==> src/rtl/rv_clint_pkg.sv <==
// rv_clint_pkg: CLINT register offsets, MTIME width, reset constants and
// the shared decode / byte-merge helpers used by rv_clint and rv_clint_timer.
package rv_clint_pkg;

   localparam int unsigned MTIME_W = 64;

   localparam logic [15:0] CLINT_MSIP        = 16'h0000;
   localparam logic [15:0] CLINT_MTIMECMP_LO = 16'h4000;
   localparam logic [15:0] CLINT_MTIMECMP_HI = 16'h4004;
   localparam logic [15:0] CLINT_MTIME_LO    = 16'hBFF8;
   localparam logic [15:0] CLINT_MTIME_HI    = 16'hBFFC;

   localparam logic [MTIME_W-1:0] MTIMECMP_RST = '1;

   typedef enum logic [2:0] {
      REG_NONE,
      REG_MSIP,
      REG_CMP_LO,
      REG_CMP_HI,
      REG_MTIME_LO,
      REG_MTIME_HI
   } reg_sel_e;

   // Misaligned offsets never hit a register.
   function automatic reg_sel_e decode_addr(input logic [15:0] addr);
      reg_sel_e sel;
      sel = REG_NONE;
      if (addr[1:0] == 2'b00) begin
         case (addr)
            CLINT_MSIP:        sel = REG_MSIP;
            CLINT_MTIMECMP_LO: sel = REG_CMP_LO;
            CLINT_MTIMECMP_HI: sel = REG_CMP_HI;
            CLINT_MTIME_LO:    sel = REG_MTIME_LO;
            CLINT_MTIME_HI:    sel = REG_MTIME_HI;
            default:           sel = REG_NONE;
         endcase
      end
      return sel;
   endfunction

   // Replace only the bytes whose enable is set.
   function automatic logic [31:0] merge_be(input logic [31:0] old_v,
                                            input logic [31:0] new_v,
                                            input logic [3:0]  be);
      logic [31:0] res;
      res = old_v;
      for (int i = 0; i < 4; i++) begin
         if (be[i]) res[i*8 +: 8] = new_v[i*8 +: 8];
      end
      return res;
   endfunction

endpackage

==> src/rtl/rv_clint_timer.sv <==
// rv_clint_timer: prescaler producing a tick every TICK_DIV cycles and the
// 64-bit MTIME register with a byte-masked write port. A write to either
// half suppresses that cycle's increment for the whole 64 bits.
module rv_clint_timer
   import rv_clint_pkg::*;
#(
   parameter int unsigned TICK_DIV = 1
) (
   input  logic               clk,
   input  logic               rstn,
   input  logic               we_lo_i,
   input  logic               we_hi_i,
   input  logic [3:0]         be_i,
   input  logic [31:0]        wdata_i,
   output logic               tick_o,
   output logic [MTIME_W-1:0] mtime_o,
   output logic [MTIME_W-1:0] mtime_next_o
);

   localparam logic [15:0] PRESC_MAX = 16'(TICK_DIV - 1);

   logic [15:0]        presc_q, presc_d;
   logic [MTIME_W-1:0] mtime_q, mtime_d;
   logic               tick;

   // Next-state for prescaler and MTIME; writes win over the tick.
   always_comb begin
      tick    = (presc_q == PRESC_MAX);
      presc_d = tick ? 16'd0 : presc_q + 16'd1;
      mtime_d = mtime_q;
      if (we_lo_i || we_hi_i) begin
         if (we_lo_i) mtime_d[31:0]  = merge_be(mtime_q[31:0], wdata_i, be_i);
         if (we_hi_i) mtime_d[63:32] = merge_be(mtime_q[63:32], wdata_i, be_i);
      end else if (tick) begin
         mtime_d = mtime_q + 64'd1;
      end
   end

   // Prescaler and MTIME state.
   always_ff @(posedge clk or negedge rstn) begin
      if (!rstn) begin
         presc_q <= 16'd0;
         mtime_q <= '0;
      end else begin
         presc_q <= presc_d;
         mtime_q <= mtime_d;
      end
   end

   assign tick_o       = tick;
   assign mtime_o      = mtime_q;
   assign mtime_next_o = mtime_d;

endmodule

==> src/rtl/rv_clint.sv <==
// rv_clint: core-local interrupt controller. Bus decode, MSIP, MTIMECMP,
// timer compare and the single-outstanding response channel.
// Handshake: a request is taken when req_valid_i & req_ready_o, with
// req_ready_o = ~rsp_valid_o; the response is held until rsp_ready_i.
// Build option RV_CLINT_BUS_ERR_EN: unmapped/misaligned accesses answer
// with rsp_err_o=1 (otherwise rsp_err_o is constant 0).
module rv_clint
   import rv_clint_pkg::*;
#(
   parameter int unsigned TICK_DIV = 1,
   parameter int unsigned ADDR_W   = 16
) (
   input  logic              clk,
   input  logic              rstn,
   input  logic              req_valid_i,
   output logic              req_ready_o,
   input  logic              req_we_i,
   input  logic [ADDR_W-1:0] req_addr_i,
   input  logic [3:0]        req_be_i,
   input  logic [31:0]       req_wdata_i,
   output logic              rsp_valid_o,
   input  logic              rsp_ready_i,
   output logic [31:0]       rsp_rdata_o,
   output logic              rsp_err_o,
   output logic              soft_irq_o,
   output logic              timer_irq_o
);

   logic               msip_q, msip_d;
   logic [MTIME_W-1:0] cmp_q, cmp_d;
   logic               rsp_valid_q, rsp_valid_d;
   logic [31:0]        rdata_q, rdata_d;
   logic               err_q, err_d;
   logic               soft_irq_q, soft_irq_d;
   logic               timer_irq_q, timer_irq_d;

   reg_sel_e           sel;
   logic               accept, wr;
   logic [31:0]        rd_mux;
   logic               tick;
   logic [MTIME_W-1:0] mtime, mtime_next;
   logic               unused_ok;

   assign unused_ok = ^{tick, req_addr_i};

   rv_clint_timer #(.TICK_DIV(TICK_DIV)) u_timer (
      .clk          (clk),
      .rstn         (rstn),
      .we_lo_i      (wr && (sel == REG_MTIME_LO)),
      .we_hi_i      (wr && (sel == REG_MTIME_HI)),
      .be_i         (req_be_i),
      .wdata_i      (req_wdata_i),
      .tick_o       (tick),
      .mtime_o      (mtime),
      .mtime_next_o (mtime_next)
   );

   // Decode, register writes, read mux, response and interrupt next-state.
   always_comb begin
      sel    = decode_addr(req_addr_i[15:0]);
      accept = req_valid_i & ~rsp_valid_q;
      wr     = accept & req_we_i;

      msip_d = msip_q;
      cmp_d  = cmp_q;
      if (wr && (sel == REG_MSIP) && req_be_i[0]) msip_d = req_wdata_i[0];
      if (wr && (sel == REG_CMP_LO)) cmp_d[31:0]  = merge_be(cmp_q[31:0], req_wdata_i, req_be_i);
      if (wr && (sel == REG_CMP_HI)) cmp_d[63:32] = merge_be(cmp_q[63:32], req_wdata_i, req_be_i);

      case (sel)
         REG_MSIP:     rd_mux = {31'd0, msip_q};
         REG_CMP_LO:   rd_mux = cmp_q[31:0];
         REG_CMP_HI:   rd_mux = cmp_q[63:32];
         REG_MTIME_LO: rd_mux = mtime[31:0];
         REG_MTIME_HI: rd_mux = mtime[63:32];
         default:      rd_mux = 32'd0;
      endcase

      rsp_valid_d = rsp_valid_q;
      rdata_d     = rdata_q;
      err_d       = err_q;
      if (accept) begin
         rsp_valid_d = 1'b1;
         rdata_d     = req_we_i ? 32'd0 : rd_mux;
`ifdef RV_CLINT_BUS_ERR_EN
         err_d       = (sel == REG_NONE);
`else
         err_d       = 1'b0;
`endif
      end else if (rsp_valid_q && rsp_ready_i) begin
         rsp_valid_d = 1'b0;
      end

      soft_irq_d  = msip_q;
      timer_irq_d = (mtime_next >= cmp_d);
   end

   // Architectural registers, response channel and interrupt outputs.
   always_ff @(posedge clk or negedge rstn) begin
      if (!rstn) begin
         msip_q      <= 1'b0;
         cmp_q       <= MTIMECMP_RST;
         rsp_valid_q <= 1'b0;
         rdata_q     <= 32'd0;
         err_q       <= 1'b0;
         soft_irq_q  <= 1'b0;
         timer_irq_q <= 1'b0;
      end else begin
         msip_q      <= msip_d;
         cmp_q       <= cmp_d;
         rsp_valid_q <= rsp_valid_d;
         rdata_q     <= rdata_d;
         err_q       <= err_d;
         soft_irq_q  <= soft_irq_d;
         timer_irq_q <= timer_irq_d;
      end
   end

   assign req_ready_o = ~rsp_valid_q;
   assign rsp_valid_o = rsp_valid_q;
   assign rsp_rdata_o = rdata_q;
`ifdef RV_CLINT_BUS_ERR_EN
   assign rsp_err_o   = err_q;
`else
   assign rsp_err_o   = 1'b0;
`endif
   assign soft_irq_o  = soft_irq_q;
   assign timer_irq_o = timer_irq_q;

endmodule

==> config.mk <==
export PLATFORM = sky130hd
export DESIGN_NAME = rv_clint
export DESIGN_NICKNAME = d
export VERILOG_FILES = /design/src/rtl/rv_clint_pkg.sv /design/src/rtl/rv_clint_timer.sv /design/src/rtl/rv_clint.sv
export SDC_FILE = /design/constraint.sdc
export NUM_CORES = 1
export LEC_CHECK = 0
export CORE_ASPECT_RATIO = 2
export CORE_UTILIZATION = 59
export CTS_CLUSTER_DIAMETER = 80
export DETAILED_ROUTE_END_ITERATION = 12
export GPL_TIMING_DRIVEN = 0
export PLACE_DENSITY_LB_ADDON = 0.08
export REMOVE_ABC_BUFFERS = 1
export SYNTH_ARGS = -nofsm -noshare
export SYNTH_HDL_FRONTEND = slang
export SYNTH_SLANG_ARGS = --single-unit
==> constraint.sdc <==
create_clock -name clk -period 4.76 [get_ports clk]
set_input_delay 0.952 -clock clk [delete_from_list [all_inputs] [get_ports clk]]
set_output_delay 0.952 -clock clk [all_outputs]
set_load 0.02 [all_outputs]
After elaboration in Yosys (flattened, before gate mapping)
Cells that the tools add are included.
Storage, ports and cells
  bits in registers: 180
  input bits: 57
  output and inout port bits: 37
  word-level logic and storage cells: 64
Cells by class
  add/sub/neg operators: 2
  order comparisons: 1
  eq/ne operators: 9
  multiplexer cells: 29
  bitwise gates (word level): 3
  reductions and logical operators: 12
Operators by type and width (number)
  2-to-1 mux 32 bit: 5
  case mux 32 bit (5 select lines): 1
  2-to-1 mux 64 bit: 2
  2-to-1 mux 8 bit: 16
  adder 64 x 1 -> 64 bit (second input constant): 1
  greater-or-equal comparator 64 bit: 1
  equality test 16 x 15 -> 1 bit (second input constant): 2
  equality test 16 bit (second input constant): 2
  zero test 16 bit: 2
  adder 16 x 1 -> 16 bit (second input constant): 1
  2-to-1 mux 16 bit: 1
  case mux 3 bit (5 select lines): 1
  logical AND 1 bit: 7
  equality test 3 x 2 -> 1 bit (second input constant): 2
  equality test 3 bit (second input constant): 2
  equality test 3 x 1 -> 1 bit (second input constant): 1
  2-to-1 mux 3 bit: 1
  AND 1 bit: 2
  zero test 2 bit: 1
  2-to-1 mux 1 bit: 2
  nonzero test 2 bit: 1
  logical OR 1 bit: 1
  inverter 1 bit: 1

Logic depth before layout (Yosys ltp)
  depth after elaboration: 8
  mapped depth: 16
  depth with buffers taken out: 15

By module
A second synthesis with hierarchy kept.
Unflattened totals
  cells, all modules: 1140
  area, all modules: 11035.6 um^2
By module, submodules not included
  rv_clint: instances 1, cells an instance 588, area each 6267.3 um^2, seq. area each 2582.5 um^2
  rv_clint_timer: instances 1, cells an instance 552, area each 4768.3 um^2, seq. area each 2001.9 um^2

Worst setup path before layout
No wires, ideal clock.
  kind: input port to flip-flop
  start point: input req_addr_i[0]
  end point: register timer_irq_q (netlist: timer_irq_o)
  setup time: 0.129 ns
  arrival time: 3.980 ns
  required time: 4.631 ns
  setup slack: 0.651 ns
  stages on the path: 14
  buffers on the path: 2
  cells stage by stage: nand4bb_4 -> or4_1 -> buf_2 -> buf_2 -> nor3_2 -> nor2_1 -> a21oi_1 -> ha_1 -> and2_0 -> a221o_1 -> a221oi_1 -> o21ai_0 -> o311ai_0 -> nand2_1
Between the ends
  word-level cells in the longest chain between the ends: 8
  elaborated cells between the ends (all ways): 23
  those cells by class: 1 x order compare; 8 x eq/ne; 7 x mux; 7 x reduce/logical
RTL lines
  start: declaration: line rv_clint.sv:18  | input logic [ADDR_W-1:0] req_addr_i,
  equality test 16 bit, or another cell as far along: line rv_clint_pkg.sv:29  | case (addr)
  case mux 3 bit (5 select lines): line rv_clint_pkg.sv:29
  2-to-1 mux 3 bit *: line rv_clint_pkg.sv:28  | if (addr[1:0] == 2'b00) begin
  equality test 3 bit, on equally long branches: line rv_clint.sv:49, rv_clint.sv:50
  logical AND 1 bit, on equally long branches: line rv_clint.sv:49, rv_clint.sv:50
  2-to-1 mux 32 bit / logical OR 1 bit (equally long branches): line rv_clint_timer.sv:32, rv_clint_timer.sv:31
  2-to-1 mux 64 bit *: line rv_clint_timer.sv:31  | if (we_lo_i || we_hi_i) begin
  via mtime_next[19]: line rv_clint.sv:41  | logic [MTIME_W-1:0] mtime, mtime_next;
  greater-or-equal comparator 64 bit *: line rv_clint.sv:95  | timer_irq_d = (mtime_next >= cmp_d);
  via timer_irq_d: line rv_clint.sv:35  | logic timer_irq_q, timer_irq_d;
  end signal: assignment: line rv_clint.sv:115  | timer_irq_q <= timer_irq_d;
  end: declaration: line rv_clint.sv:35
The timed path passes the listed nets; every way through them passes the cells marked *.
A chain may end at the register's enable or synchronous reset.

Worst setup path after layout
  start point: input req_addr_i[14]
  end point: register timer_irq_q (netlist: timer_irq_o)
Between the ends
  word-level cells in the longest chain between the ends: 8
  elaborated cells between the ends (all ways): 22
  those cells by class: 1 x order compare; 8 x eq/ne; 7 x mux; 6 x reduce/logical
RTL lines
  equality test 16 bit, or another cell as far along: line rv_clint_pkg.sv:29
  case mux 3 bit (5 select lines) *: line rv_clint_pkg.sv:29
  2-to-1 mux 3 bit *: line rv_clint_pkg.sv:28
  equality test 3 bit, on equally long branches: line rv_clint.sv:49, rv_clint.sv:50
  logical AND 1 bit, on equally long branches: line rv_clint.sv:49, rv_clint.sv:50
  2-to-1 mux 32 bit, or another cell as far along: line rv_clint_timer.sv:32  | if (we_lo_i) mtime_d[31:0] = merge_be(mtime_q[31:0], wdata_i, be_i);
  2-to-1 mux 64 bit: line rv_clint_timer.sv:31
  greater-or-equal comparator 64 bit *: line rv_clint.sv:95
  via timer_irq_d: line rv_clint.sv:35
Marked as above.

==> impl_metrics.json <==
{
  "syn_inst": 1145,
  "grt_max_degree": 102,
  "endpoint": "timer_irq_o",
  "crit_type": "in2reg",
  "rows": 70,
  "grt.overflow.total": 0,
  "dr.pass1.iters": 5,
  "hpwl_um": 25800,
  "clk_pin_slew_ps": 70,
  "syn2layout_area_growth_pct": 21.0,
  "via_per_inst": 6.80,
  "hold_viol": 0,
  "p_per_area_nw_per_um2": 236,
  "cts_sinks": 180,
  "critPathTopFamily": "compound AO/OA/AOI/OAI gates",
  "yosysTopAreaCell": "dfrtp_1",
  "hold_class": "reg2reg",
  "syn_area_per_cell_um2": 9.71,
  "cpMaxStageDelayCell": "or4_4",
  "status": "finished, final reports clean",
  "synth_top_area_share": 0.261,
  "ys_ff_latch": 180,
  "core_area_um2": 18400,
  "tritoncts": "built",
  "dpl.cell_count": 1420,
  "reg2reg_slack_ps": 360,
  "synth_ff_type": "dfrtp_1",
  "finClkSkew_ps": 6.86,
  "max_stage_delay_ps": 660,
  "yosys-top-cells-area": "dfrtp_1 26%, dfstp_2 15%, ha_1 7.5%, mux2i_1 6.5%, nor2_1 3.5%",
  "gp_congestion": 0.958,
  "grt_usage": 0.392,
  "timing.fmax_ghz": 0.212,
  "numCtsBuffers": 17,
  "routed_wl_um": 37200,
  "crit_required_ps": 5090,
  "synth_top_cells_by_count": "116 x dfrtp_1, 104 x nor2_1, 79 x inv_1, 72 x mux2i_1, 70 x a21oi_1",
  "fin_crit_ps": 4720,
  "cp-startpoint": "req_addr_i[14]",
  "ant_nets": 0,
  "max-cap-violations": 0,
  "slew_headroom": 0.368,
  "async_reset_ff_frac": 1.00,
  "worstPathArrival_ps": 5040,
  "synth_most_common_cell": "dfrtp_1",
  "die_w_um": 99.1,
  "grt_pass1_vias": 10400,
  "start_util": 0.604,
  "worstReg2RegEnd": "timer_irq_o",
  "tns_ps": 0,
  "drc": 0,
  "clock_path_buffers": 2,
  "worst-r2r-cell-count": 15,
  "crit_top_cell": "buf_4",
  "cp.buffers_inverters": 3,
  "ir_drop_mv": 0.230,
  "path_cells": "clkdlybuf4s50_1 > nand3b_1 > or4_4 > buf_4 > nor2_4 > buf_4 > nor2_1 > o21ai_0 > o211a_1 > ha_1 > nand2b_1 > a2111o_1 > a32oi_2 > a21oi_1 > o311ai_2 > nand2_1",
  "drtIter0Drc": 839,
  "setup_viol": 0,
  "vias": 10200,
  "die_h_um": 196,
  "syn_area_um2": 11100,
  "synth_warnings": 0,
  "grt_antenna_before_repair": 1,
  "io_buffers": 92,
  "post_drt_wl_per_cell_um": 24.7,
  "grt_pass1_wl_um": 56800,
  "power.leakage_uw": 0.00617,
  "ios": 94,
  "fin_nets": 1400,
  "cts-root-buf": "clkbuf_16",
  "cts_max_level": 4,
  "worst_slew_pin_slew_ps": 940,
  "synth_edf_count": 0,
  "synth-seq-area-share": 0.412,
  "drive_gt1_frac": 0.200,
  "start_kind": "input port",
  "crit_cells": 16,
  "postCtsHoldBufs": 0,
  "finalCritPeriodShare": 0.991,
  "fillers": 1378,
  "finalNonFillerCells": 1506,
  "clock_latency_ps": 440,
  "r2r_start": "u_timer.presc_q[0]",
  "crit_fanout": 6,
  "dieArea_um2": 19400,
  "end_kind": "register",
  "final_max_slew_viol_count": 0,
  "synth_cell_types": 81
}
-- cells by family after synthesis --
| logic type | after synthesis | share of synthesized area |
|---|---|---|
| multiplexers | 99 | 0.0922 |
| flip-flops | 180 | 0.412 |
| buffers and inverters | 122 | 0.0448 |
| AO/OA/AOI/OAI | 284 | 0.173 |
| AND/OR/NAND/NOR | 377 | 0.190 |
| adder cells (fa/ha/maj) | 67 | 0.0754 |
| XOR/XNOR | 15 | 0.0118 |
| other | 1 | 0.000337 |
-- area by class of cell --
| type | count | area [um2] | share of cell area |
|---|---|---|---|
| clock buffer | 17 | 425 | 0.0316 |
| clock inverter | 15 | 106 | 0.00791 |
| inverter | 80 | 300 | 0.0223 |
| timing repair buffer | 152 | 1470 | 0.109 |
| antenna | 1 | 2.50 | 0.000186 |
| sequential | 180 | 4580 | 0.341 |
| multi-input combinational | 845 | 6290 | 0.467 |
| tap | 216 | 270 | 0.0201 |
-- worst min path at each step --
stage / from / endpoint / slack (ps) / depth (start not counted)
finish: msip_q / soft_irq_o / 410 / 0
global route: msip_q / soft_irq_o / 420 / 0
CTS: msip_q / soft_irq_o / 410 / 0
detailed placement: msip_q / soft_irq_o / 400 / 0
global placement: msip_q / soft_irq_o / 390 / 0
floorplan: msip_q / soft_irq_o / 370 / 0
-- per-stage QoR --
step,cell area (um2),hold WS [ps],power [uW],setup WS (ps),utilization
after floorplan,10900,371,1680,-70.6,-
after global placement,12100,385,1840,-4750,0.658
after detailed placement,12300,397,1850,-1890,0.668
after CTS,13200,411,3160,27.9,0.715
after global routing,13400,419,3260,-63.9,0.731
final,13400,413,3170,43.2,0.731
-- cells in the final DEF (no fill, tap or decap), types with 51 or more instances in the layout --
cell type,n
a21oi_1,69
dfrtp_1,116
inv_1,79
nor2_1,102
nand2_1,55
clkdlybuf4s50_1,90
ha_1,67
o21ai_0,59
dfstp_2,64
buf_4,51
mux2i_1,68
-- metal layers --
layer	wire length, um	global-route usage
met3	2350	0.0737
met2	18700	0.675
met1	12600	0.405
met4	3610	0.337
met5	0	0
-- flip-flops by register name, indices dropped and copies added (netlist names) --
name,cells
soft_irq_o,1
u_timer.presc_q,16
timer_irq_o,1
rsp_rdata_o,32
rsp_valid_o,1
u_timer.mtime_o,64
msip_q,1
cmp_q,64
-- where the power goes --
part,switching (uW),internal [uW],total (uW)
sequential,20.5,1550,1570
combinational,176,106,282
clock,653,670,1320
total,850,2320,3170
-- what timing repair did --
item / CTS / global route
resized for setup: 20 / 30
gates cloned: 2 / 0
buffers inserted: 32 / 19
endpoints found under the hold margin: 0 / 0
pin swaps: 13 / 15
endpoints found under the setup margin: 1 / 1
(Power assumes the default switching activity.)
